$ cat src/rtl/fpowi.sv
// fpowi: iterative y = x^n by right-to-left square-and-multiply, time-sharing
// one external combinational fmul through the mul_a/mul_b/mul_y port pair.
module fpowi #(
  parameter int NBITS = 8
) (
  input  logic             clk,
  input  logic             rstn,
  input  logic             req_valid,
  output logic             req_ready,
  input  logic [31:0]      x,
  input  logic [NBITS-1:0] n,
  output logic             resp_valid,
  input  logic             resp_ready,
  output logic [31:0]      y,
  output logic             ovf,
  output logic [31:0]      mul_a,
  output logic [31:0]      mul_b,
  input  logic [31:0]      mul_y,
  input  logic             mul_ovf
);

  typedef enum logic [1:0] {IDLE, STEP, DONE} state_t;

  localparam logic [31:0] ONE_F = 32'h3F800000;

  state_t           r_state, w_state_next;
  logic [31:0]      r_acc, w_acc_next;
  logic [31:0]      r_base, w_base_next;
  logic [NBITS-1:0] r_e, w_e_next;
  logic             r_ovf, w_ovf_next;
  logic             w_sel_acc;

  always_ff @(posedge clk or negedge rstn) begin
    if (!rstn) begin
      r_state <= IDLE;
      r_acc   <= '0;
      r_base  <= '0;
      r_e     <= '0;
      r_ovf   <= 1'b0;
    end else begin
      r_state <= w_state_next;
      r_acc   <= w_acc_next;
      r_base  <= w_base_next;
      r_e     <= w_e_next;
      r_ovf   <= w_ovf_next;
    end
  end

  // Kept separate from the FSM block so mul_a depends only on registers.
  assign w_sel_acc = (r_state == STEP) && r_e[0];

  always_comb begin
    w_state_next = r_state;
    w_acc_next   = r_acc;
    w_base_next  = r_base;
    w_e_next     = r_e;
    w_ovf_next   = r_ovf;
    case (r_state)
      IDLE: begin
        if (req_valid) begin
          w_acc_next   = ONE_F;
          w_base_next  = x;
          w_e_next     = n;
          w_ovf_next   = 1'b0;
          w_state_next = STEP;
        end
      end
      STEP: begin
        if (r_e == '0) begin
          w_state_next = DONE;
        end else if (r_e[0]) begin
          w_acc_next = mul_y;
          w_e_next   = {r_e[NBITS-1:1], 1'b0};
          w_ovf_next = r_ovf | mul_ovf;
        end else begin
          // Square only while bits remain, so no wasted final square.
          w_base_next = mul_y;
          w_e_next    = r_e >> 1;
          w_ovf_next  = r_ovf | mul_ovf;
        end
      end
      DONE: begin
        if (resp_ready) w_state_next = IDLE;
      end
      default: w_state_next = IDLE;
    endcase
  end

  assign mul_a      = w_sel_acc ? r_acc : r_base;
  assign mul_b      = r_base;
  assign req_ready  = (r_state == IDLE);
  assign resp_valid = (r_state == DONE);
  assign y          = r_acc;
  assign ovf        = r_ovf;

endmodule
$ cat config.mk
export PLATFORM = sky130hd
export DESIGN_NAME = fpowi
export DESIGN_NICKNAME = d
export VERILOG_FILES = /design/src/rtl/fpowi.sv
export SDC_FILE = /design/constraint.sdc
export NUM_CORES = 1
export LEC_CHECK = 0
export ABC_AREA = 1
export CORE_MARGIN = 10
export CORE_UTILIZATION = 42
export DETAILED_ROUTE_END_ITERATION = 7
export GPL_TIMING_DRIVEN = 0
export PLACE_DENSITY = 0.91
export SYNTH_ARGS = -nofsm -noshare
export SYNTH_HDL_FRONTEND = slang
export SYNTH_SLANG_ARGS = --single-unit
$ cat constraint.sdc
create_clock -name clk -period 1.91 [get_ports clk]
set_input_delay 0.382 -clock clk [delete_from_list [all_inputs] [get_ports clk]]
set_output_delay 0.382 -clock clk [all_outputs]
set_load 0.005 [all_outputs]
=== Word-level counts from Yosys, hierarchy flattened ===
Index checks and enable logic that the tools add are counted.

* Word-level logic and storage cells: 43
* Bits of input ports: 77
* Output and inout bits: 99
* Flip-flop bits (word level): 75

* Equality and inequality tests: 8
* Multiplexer cells: 20
* Reductions and logical operators: 8
* Bitwise operators: 1

{| class="wikitable"
|+ Operators with widths
! kind !! count
|-
| $mux 32 || 7
|-
| $pmux 32 s2 || 2
|-
| $mux 8 || 3
|-
| $pmux 8 s2 || 1
|-
| $logic_not 8->1 || 1
|-
| $ne 2x2->1 const B || 4
|-
| $reduce_and 4->1 || 2
|-
| $mux 2 || 3
|-
| $pmux 2 s3 || 1
|-
| $reduce_and 3->1 || 2
|-
| $ne 2x1->1 const B || 2
|-
| $eq 2x1->1 const B || 1
|-
| $eq 2x2->1 const B || 1
|-
| $logic_not 2->1 || 1
|-
| $mux 1 || 2
|-
| $pmux 1 s2 || 1
|-
| $reduce_bool 2->1 || 1
|-
| $logic_and 1x1->1 || 1
|-
| $or 1x1->1 || 1
|}

=== Logic depth before layout (Yosys ltp) ===
Gate-level depths: netlist of run 1.

* Depth after elaboration: 3
* Mapped depth: 9
* Mapped depth without buffers: 7

=== Worst setup path after synthesis of run 1 ===
Ideal clock, no wire load.

* Path type: register to output
* Start: reg r_state[1]
* End: out mul_a[0]
* Data arrival time: 1,218 ps
* Slack: 310 ps
* Data required time: 1,528 ps
* Cell stages (with the launch flop): 5
* Buffers on the path: 1
* Cell sequence: dfrtp_1 nor2_4 nand2_2 buf_2 mux2_1

* Longest elaborated chain between the ends: 3

{| class="wikitable"
|+ RTL lines
! element !! RTL line !! text
|-
| start: declaration || 26 || <nowiki>state_t r_state, w_state_next;</nowiki>
|-
| start signal: assignment || 41 || <nowiki>r_state <= w_state_next;</nowiki>
|-
| $eq 2x1->1 || 50 || <nowiki>assign w_sel_acc = (r_state == STEP) && r_e[0];</nowiki>
|-
| $logic_and 1x1->1 || 50 ||
|-
| $mux 32 || 89 || <nowiki>assign mul_a = w_sel_acc ? r_acc : r_base;</nowiki>
|-
| end: declaration || 16 || <nowiki>output logic [31:0] mul_a,</nowiki>
|}

No other way between the ends.

=== Final worst setup path of run 1 ===
* Start: reg r_state[0]
* End: out mul_a[0]

The elaborated chain is that of the path after synthesis.

==> results of run 1 <==
==> where the power goes <==
part / total, mW / leakage (nW) / switching, mW / internal [mW]
clock network: 1.56 / 0.133 / 0.582 / 0.974
registers: 3.03 / 0.936 / 0.653 / 2.38
logic: 8.31 / 2.09 / 4.04 / 4.27
==> cells in the mapped netlist (all sizes together) <==
cell type	number
clkbuf	8
nand3	4
nand4	38
o21ai	41
inv	3
nor2	31
mux2	32
o31ai	1
dfrtp	75
nand2	211
buf	25
==> layout make-up <==
cell class / instances / area, um2 / share of cell area (%)
timing repair buffer: 193 / 2020 / 31.6
multi-input combinational: 359 / 1890 / 29.5
clock buffer: 12 / 165 / 2.58
sequential: 75 / 1880 / 29.4
buffer: 32 / 206 / 3.22
inverter: 3 / 11.3 / 0.176
tap: 108 / 135 / 2.11
clock inverter: 4 / 95.1 / 1.49
==> metal layers <==
metal	GRT usage (%)	up-vias	share of wire, %
met5	0	-	0
met4	8.00	0	2.0
met3	6.35	24	8.7
met2	38.9	203	51
met1	25.2	2016	38
li1	-	1957	-
==> worst max path at each step <==
stage	start	endpoint	slack, ps	depth (start not counted)
6_report	r_state[0]$_DFFE_PN0P_	mul_a[0]	-320	8
5_1_grt	r_state[0]$_DFFE_PN0P_	mul_a[2]	-390	8
4_1_cts	r_state[1]$_DFFE_PN0P_	mul_a[0]	-280	7
3_5_place_dp	r_state[1]$_DFFE_PN0P_	mul_a[18]	-440	5
3_3_place_gp	rstn	r_e[4]$_DFFE_PN0P_	-2040	1
2_1_floorplan	r_state[1]$_DFFE_PN0P_	mul_a[0]	310	4
==> kinds of logic after synthesis <==
| group | count (synthesis) | share of synthesized area (%) |
|---|---|---|
| compound gates | 42 | 5.69 |
| buf+inv | 36 | 4.48 |
| flops | 75 | 49.4 |
| mux | 32 | 9.48 |
| simple gates | 284 | 31.0 |
==> worst register-to-register path: stages (launching register included) <==
cell	delay, ps
dfrtp_1	410
buf_4	150
buf_4	140
nor2_2	140
nand2_2	100
nand2_2	110
nand3_1	130
buf_4	200
buf_4	180
nand2_1	100
nand2_1	70
==> flip-flops by register name, summed over array words and instances, names as in the netlist <==
name     count
mul_b       32
ovf          1
y           32
r_state      2
r_e          8
==> timing repair <==
item,CTS,global route
pin swaps,1,0
endpoints found under the hold margin,9,0
resized for setup,217,17
endpoints found under the setup margin,32,50
gates cloned,4,0
buffers inserted,12,1
hold buffers,1,0
==> flow_summary_export.csv, run 1 <==
group,metric,value,unit
synth,ys_types,19,
worst_hold_path,min_from,"mul_b[29]$_DFFE_PN0P_",
final_layout,stdcell_count,786,
sta,slew_headroom,67.3,%
clocking,cts_root_buffer,"clkbuf_8",
final_layout,layout_commonest_cell,"nand2_1",
place,routabilityCongestion,0.835,
place,placed_cell_area,0.00571,mm2
synth,yosysWarnings,0,
critical_path,path_delay_family,"buffers and inverters",
critical_path,cp.arrival,1840,ps
floorplanning,die_h,115,um
power,power.total,12.9,mW
critical_path,path_cells,"inv_2 -> nor2_4 -> nand2_4 -> buf_12 -> buf_8 -> buf_12 -> mux2_4 -> buf_6",
critical_path,r2r_cells,10,
sta,finalCritPeriodShare,117,%
flow_run,cap_violations,0,
synth,synthTopCellsByArea,"dfrtp_1 (49%), nand2_1 (21%), mux2_1 (9.5%)",
final_layout,n_antenna_cell,0,
clocking,clkSinkCount,75,
sta,finalHoldViolations,0,
clocking,clkLatencyLatePin,340,ps
critical_path,path_class,"flop to output port",
floorplanning,std_cell_rows,34,
floorplanning,pin_count,176,
clocking,cts_buffer_depth,2,
critical_path,max_stage_delay,390,ps
final_layout,final.fill_count,649,
final_layout,drive_gt1_share,19.8,%
sta,fin_ws,-316,ps
critical_path,r2r-end,"mul_b[21]$_DFFE_PN0P_",
floorplanning,die-area,0.0133,mm2
synth,syn-instance-count,469,
synth,synth_top_area_cell,"dfrtp_1",
critical_path,cp_slowest_cell,"dfrtp_1",
routing,wl,14.9,mm
clocking,clk_pin_slew,70,ps
power,peakVddDrop,0.000882,V
place,hpwl,10.7,mm
clocking,cts_tree,"yes",
worst_hold_path,min_to,"mul_b[29]$_DFFE_PN0P_",
sta,rsz0062_at_grt,"yes",
synth,avgSynthCellArea,8.11,um2
critical_path,r2r-start,"r_state[0]$_DFFE_PN0P_",
routing,drt-pass1-iter-count,5,
floorplanning,die_width,115,um
run_status,status,"complete, but fails checks",
synth,syn_area,0.00380,mm2
global_route,grt_overflow_total,0,
critical_path,worstPathRequired,1530,ps
power,power_leakage,3.16,nW
critical_path,worstPathMaxFanout,5,
global_route,grt_pass1_vias,4509,
critical_path,crit_top_cell,"buf_12",
place,io_buffers,175,
global_route,antenna_found_initial,0,
global_route,grt_max_degree,41,
routing,avgViaCountPerCell,5.34,
power,powerDensity,2010,mW/mm2
final_layout,area_delta_synth_final,68.4,%
sta,fmax,0.449,GHz
floorplanning,design.core.area,0.00876,mm2
final_layout,final_cell_mix,"nand2_1 (208), clkdlybuf4s50_1 (140), dfrtp_1 (73)",
sta,period_minus_slack,2230,ps
global_route,grt.total_usage,22.2,%
routing,drc_errors,0,
clocking,htree_levels,3,
floorplanning,start_util,43.4,%
critical_path,start_kind,"flop",
synth,yosys.area.top_type_share,49.4,%
routing,first_iter_violations,222,
sta,finalSetupTns,-7140,ps
routing,ant_nets,0,
synth,ys_seq_area_share,49.4,%
final_layout,nets,750,
global_route,grt_pass1_wl,23.6,mm
sta,whs,516,ps
critical_path,regToRegSetupSlack,90,ps
worst_hold_path,worstHoldPathCells,2,
run_status,violations,"negative setup slack",
sta,worst_pin_slew,490,ps
place,place_ws,-442,ps
critical_path,critPathBufInv,5,
routing,vias,4200,
worst_hold_path,hold_class,"flop to flop",
sta,finalSetupViolations,32,
synth,ys_ff_latch,75,
sta,slew_violations,0,
critical_path,endpoint_kind,"output port",
final_layout,design_area,0.00640,mm2
final_layout,finish.utilization,73.1,%
routing,wl_per_cell,19.0,um
place,placedCellCount,753,
clocking,numCtsBuffers,9,
sta,fin_skew,13.4,ps
synth,synth_nets,546,
Power figures use the tool's default switching activity.
==> run 2: changes to the inputs <==
--- a/config.mk
+++ b/config.mk
@@ -12,4 +12,5 @@
 export GPL_TIMING_DRIVEN = 0
 export PLACE_DENSITY = 0.91
+export SLEW_MARGIN = 20
 export SYNTH_ARGS = -nofsm -noshare
 export SYNTH_HDL_FRONTEND = slang
==> constraint.sdc (replaced) <==
create_clock -name clk -period 1.91 [get_ports clk]
set_input_delay 0.2865 -clock clk [delete_from_list [all_inputs] [get_ports clk]]
set_output_delay 0.2865 -clock clk [all_outputs]
set_load 0.005 [all_outputs]
==> flow_summary_export.csv, run 2 (synthesis results as in run 1) <==
group,metric,value,unit
sta,finalCritPeriodShare,112,%
global_route,grt_overflow_total,0,
critical_path,path_class,"flop to output port",
critical_path,start_kind,"flop",
final_layout,nets,750,
global_route,grt.total_usage,22.2,%
critical_path,cp-startpoint,"r_state[0]$_DFFE_PN0P_",
critical_path,path_delay_family,"buffers and inverters",
power,power_frac_seq,23.4,%
critical_path,cp.arrival,1850,ps
power,p_sw,5.28,mW
critical_path,endpoint_kind,"output port",
final_layout,drive_gt1_share,19.9,%
global_route,antenna_found_initial,0,
power,p_int,7.64,mW
clocking,htree_levels,3,
floorplanning,std_cell_rows,34,
floorplanning,die-area,0.0133,mm2
floorplanning,pin_count,176,
critical_path,cp_slowest_cell,"dfrtp_1",
final_layout,n_antenna_cell,0,
clocking,cts_tree,"yes",
critical_path,worstPathRequired,1620,ps
clocking,clk_pin_slew,80,ps
sta,period_minus_slack,2140,ps
critical_path,path_cells,"inv_2 -> nor2_4 -> nand2_4 -> buf_12 -> buf_8 -> buf_12 -> mux2_4 -> buf_6",
flow_run,cap_violations,0,
sta,whs,438,ps
floorplanning,start_util,43.4,%
power,powerDensity,2010,mW/mm2
global_route,grt_max_degree,41,
power,p_clk_share,12.0,%
sta,rsz0062_at_grt,"yes",
floorplanning,die_width,115,um
clocking,cts_root_buffer,"clkbuf_8",
clocking,numCtsBuffers,9,
floorplanning,design.core.area,0.00876,mm2
clocking,clkSinkCount,75,
sta,fmax,0.468,GHz
routing,avgViaCountPerCell,5.37,
run_status,violations,"negative setup slack",
critical_path,critPathBufInv,5,
routing,drc_errors,0,
routing,first_iter_violations,219,
power,combPwrFrac,64.6,%
run_status,status,"complete, but fails checks",
final_layout,area_delta_synth_final,68.7,%
sta,fin_ws,-227,ps
sta,finalHoldViolations,0,
place,place_ws,-346,ps
global_route,grt_pass1_vias,4509,
place,hpwl,10.7,mm
sta,fin_skew,12.4,ps
power,switching_share,40.9,%
clocking,cts_buffer_depth,2,
critical_path,worstPathMaxFanout,5,
sta,finalSetupTns,-4280,ps
power,power.total,12.9,mW
place,routabilityCongestion,0.835,
critical_path,crit_top_cell,"buf_12",
critical_path,r2r-start,"r_state[0]$_DFFE_PN0P_",
routing,vias,4220,
sta,finalSetupViolations,32,
sta,worst_pin_slew,493,ps
sta,slew_violations,0,
routing,wl,15.0,mm
power,peakVddDrop,0.000890,V
routing,wl_per_cell,19.1,um
floorplanning,die_h,115,um
final_layout,final_cell_mix,"nand2_1 (208), clkdlybuf4s50_1 (140), dfrtp_1 (73)",
critical_path,max_stage_delay,400,ps
power,power_leakage,3.19,nW
place,io_buffers,175,
final_layout,layout_commonest_cell,"nand2_1",
worst_hold_path,hold_class,"input pin to asynchronous set/reset pin",
routing,drt-pass1-iter-count,5,
final_layout,finish.utilization,73.2,%
routing,ant_nets,0,
clocking,clkLatencyLatePin,340,ps
global_route,grt_pass1_wl,23.6,mm
sta,slew_headroom,67.1,%
==> run 2: cell types whose count changed in the layout (fill, tap and decap cells not counted), sizes merged <==
cell and delta:
dlygate4sd2 -2, dlymetal6s2s +2
==> run 2: metrics by stage <==
step,area (um2),instances
after CTS,6390,786
final,6410,786
after detailed placement,5710,753
after floorplan,3800,469
after global placement,5690,752
after global routing,6410,786
==> run 2: final cells by class <==
| type | instances | area, um2 |
|---|---|---|
| inverters | 3 | 11.3 |
| well taps | 108 | 135 |
| flip-flops and latches | 75 | 1880 |
| repair buffers | 193 | 2030 |
| plain buffers | 32 | 206 |
| clock buffers | 12 | 165 |
| clock inverters | 4 | 95.1 |
| multi-input cells | 359 | 1890 |
| fillers | 647 | 2350 |
==> run 2: metal layers <==
| metal | vias to the layer above | GRT usage, % | part of all wire (%) |
|---|---|---|---|
| met1 | 2035 | 25.2 | 38 |
| met2 | 201 | 38.9 | 51 |
| met4 | 0 | 8.00 | 1.9 |
| met5 | - | 0 | 0 |
| met3 | 24 | 6.35 | 8.4 |
| li1 | 1960 | - | - |
==> run 2: path summary, 6_finish.rpt <==
path | to | cells past startpoint | slack [ps]
max in group asynchronous | r_e[0]$_DFFE_PN0P_ | 3 | 860
hold / removal | y[12]$_DFFE_PN0P_ | 2 | 440
setup reg to reg | mul_b[17]$_DFFE_PN0P_ | 9 | 70
setup / recovery | mul_a[0] | 8 | -230
hold reg to reg | r_e[4]$_DFFE_PN0P_ | 2 | 510
min in group clk | r_state[1]$_DFFE_PN0P_ | 2 | 510
==> run 2: power by group through the flow <==
stage	logic (mW)	registers (mW)	clock network, mW
4_1_cts	8.26	3.01	1.57
6_report	8.34	3.03	1.55
3_5_place_dp	7.11	2.99	0
2_1_floorplan	3.50	2.92	0
3_3_place_gp	6.88	2.94	0
5_1_grt	9.12	3.12	1.65
==> run 2: repair_timing <==
| item | in CTS | in global routing |
|---|---|---|
| hold buffers | 1 | 0 |
| setup endpoints to repair | 32 | 50 |
| buffers inserted | 12 | 1 |
| gates cloned | 4 | 0 |
| hold endpoints to repair | 35 | 0 |
| pin swaps | 1 | 0 |
| resized for setup | 215 | 20 |
==> run 2: worst reg2reg max path, delay by kind of cell (launching register included) <==
kind / cells / cell delay (ps)
and+or+nand+nor: 4 / 420
buffers and inverters: 5 / 930
DFF: 1 / 420
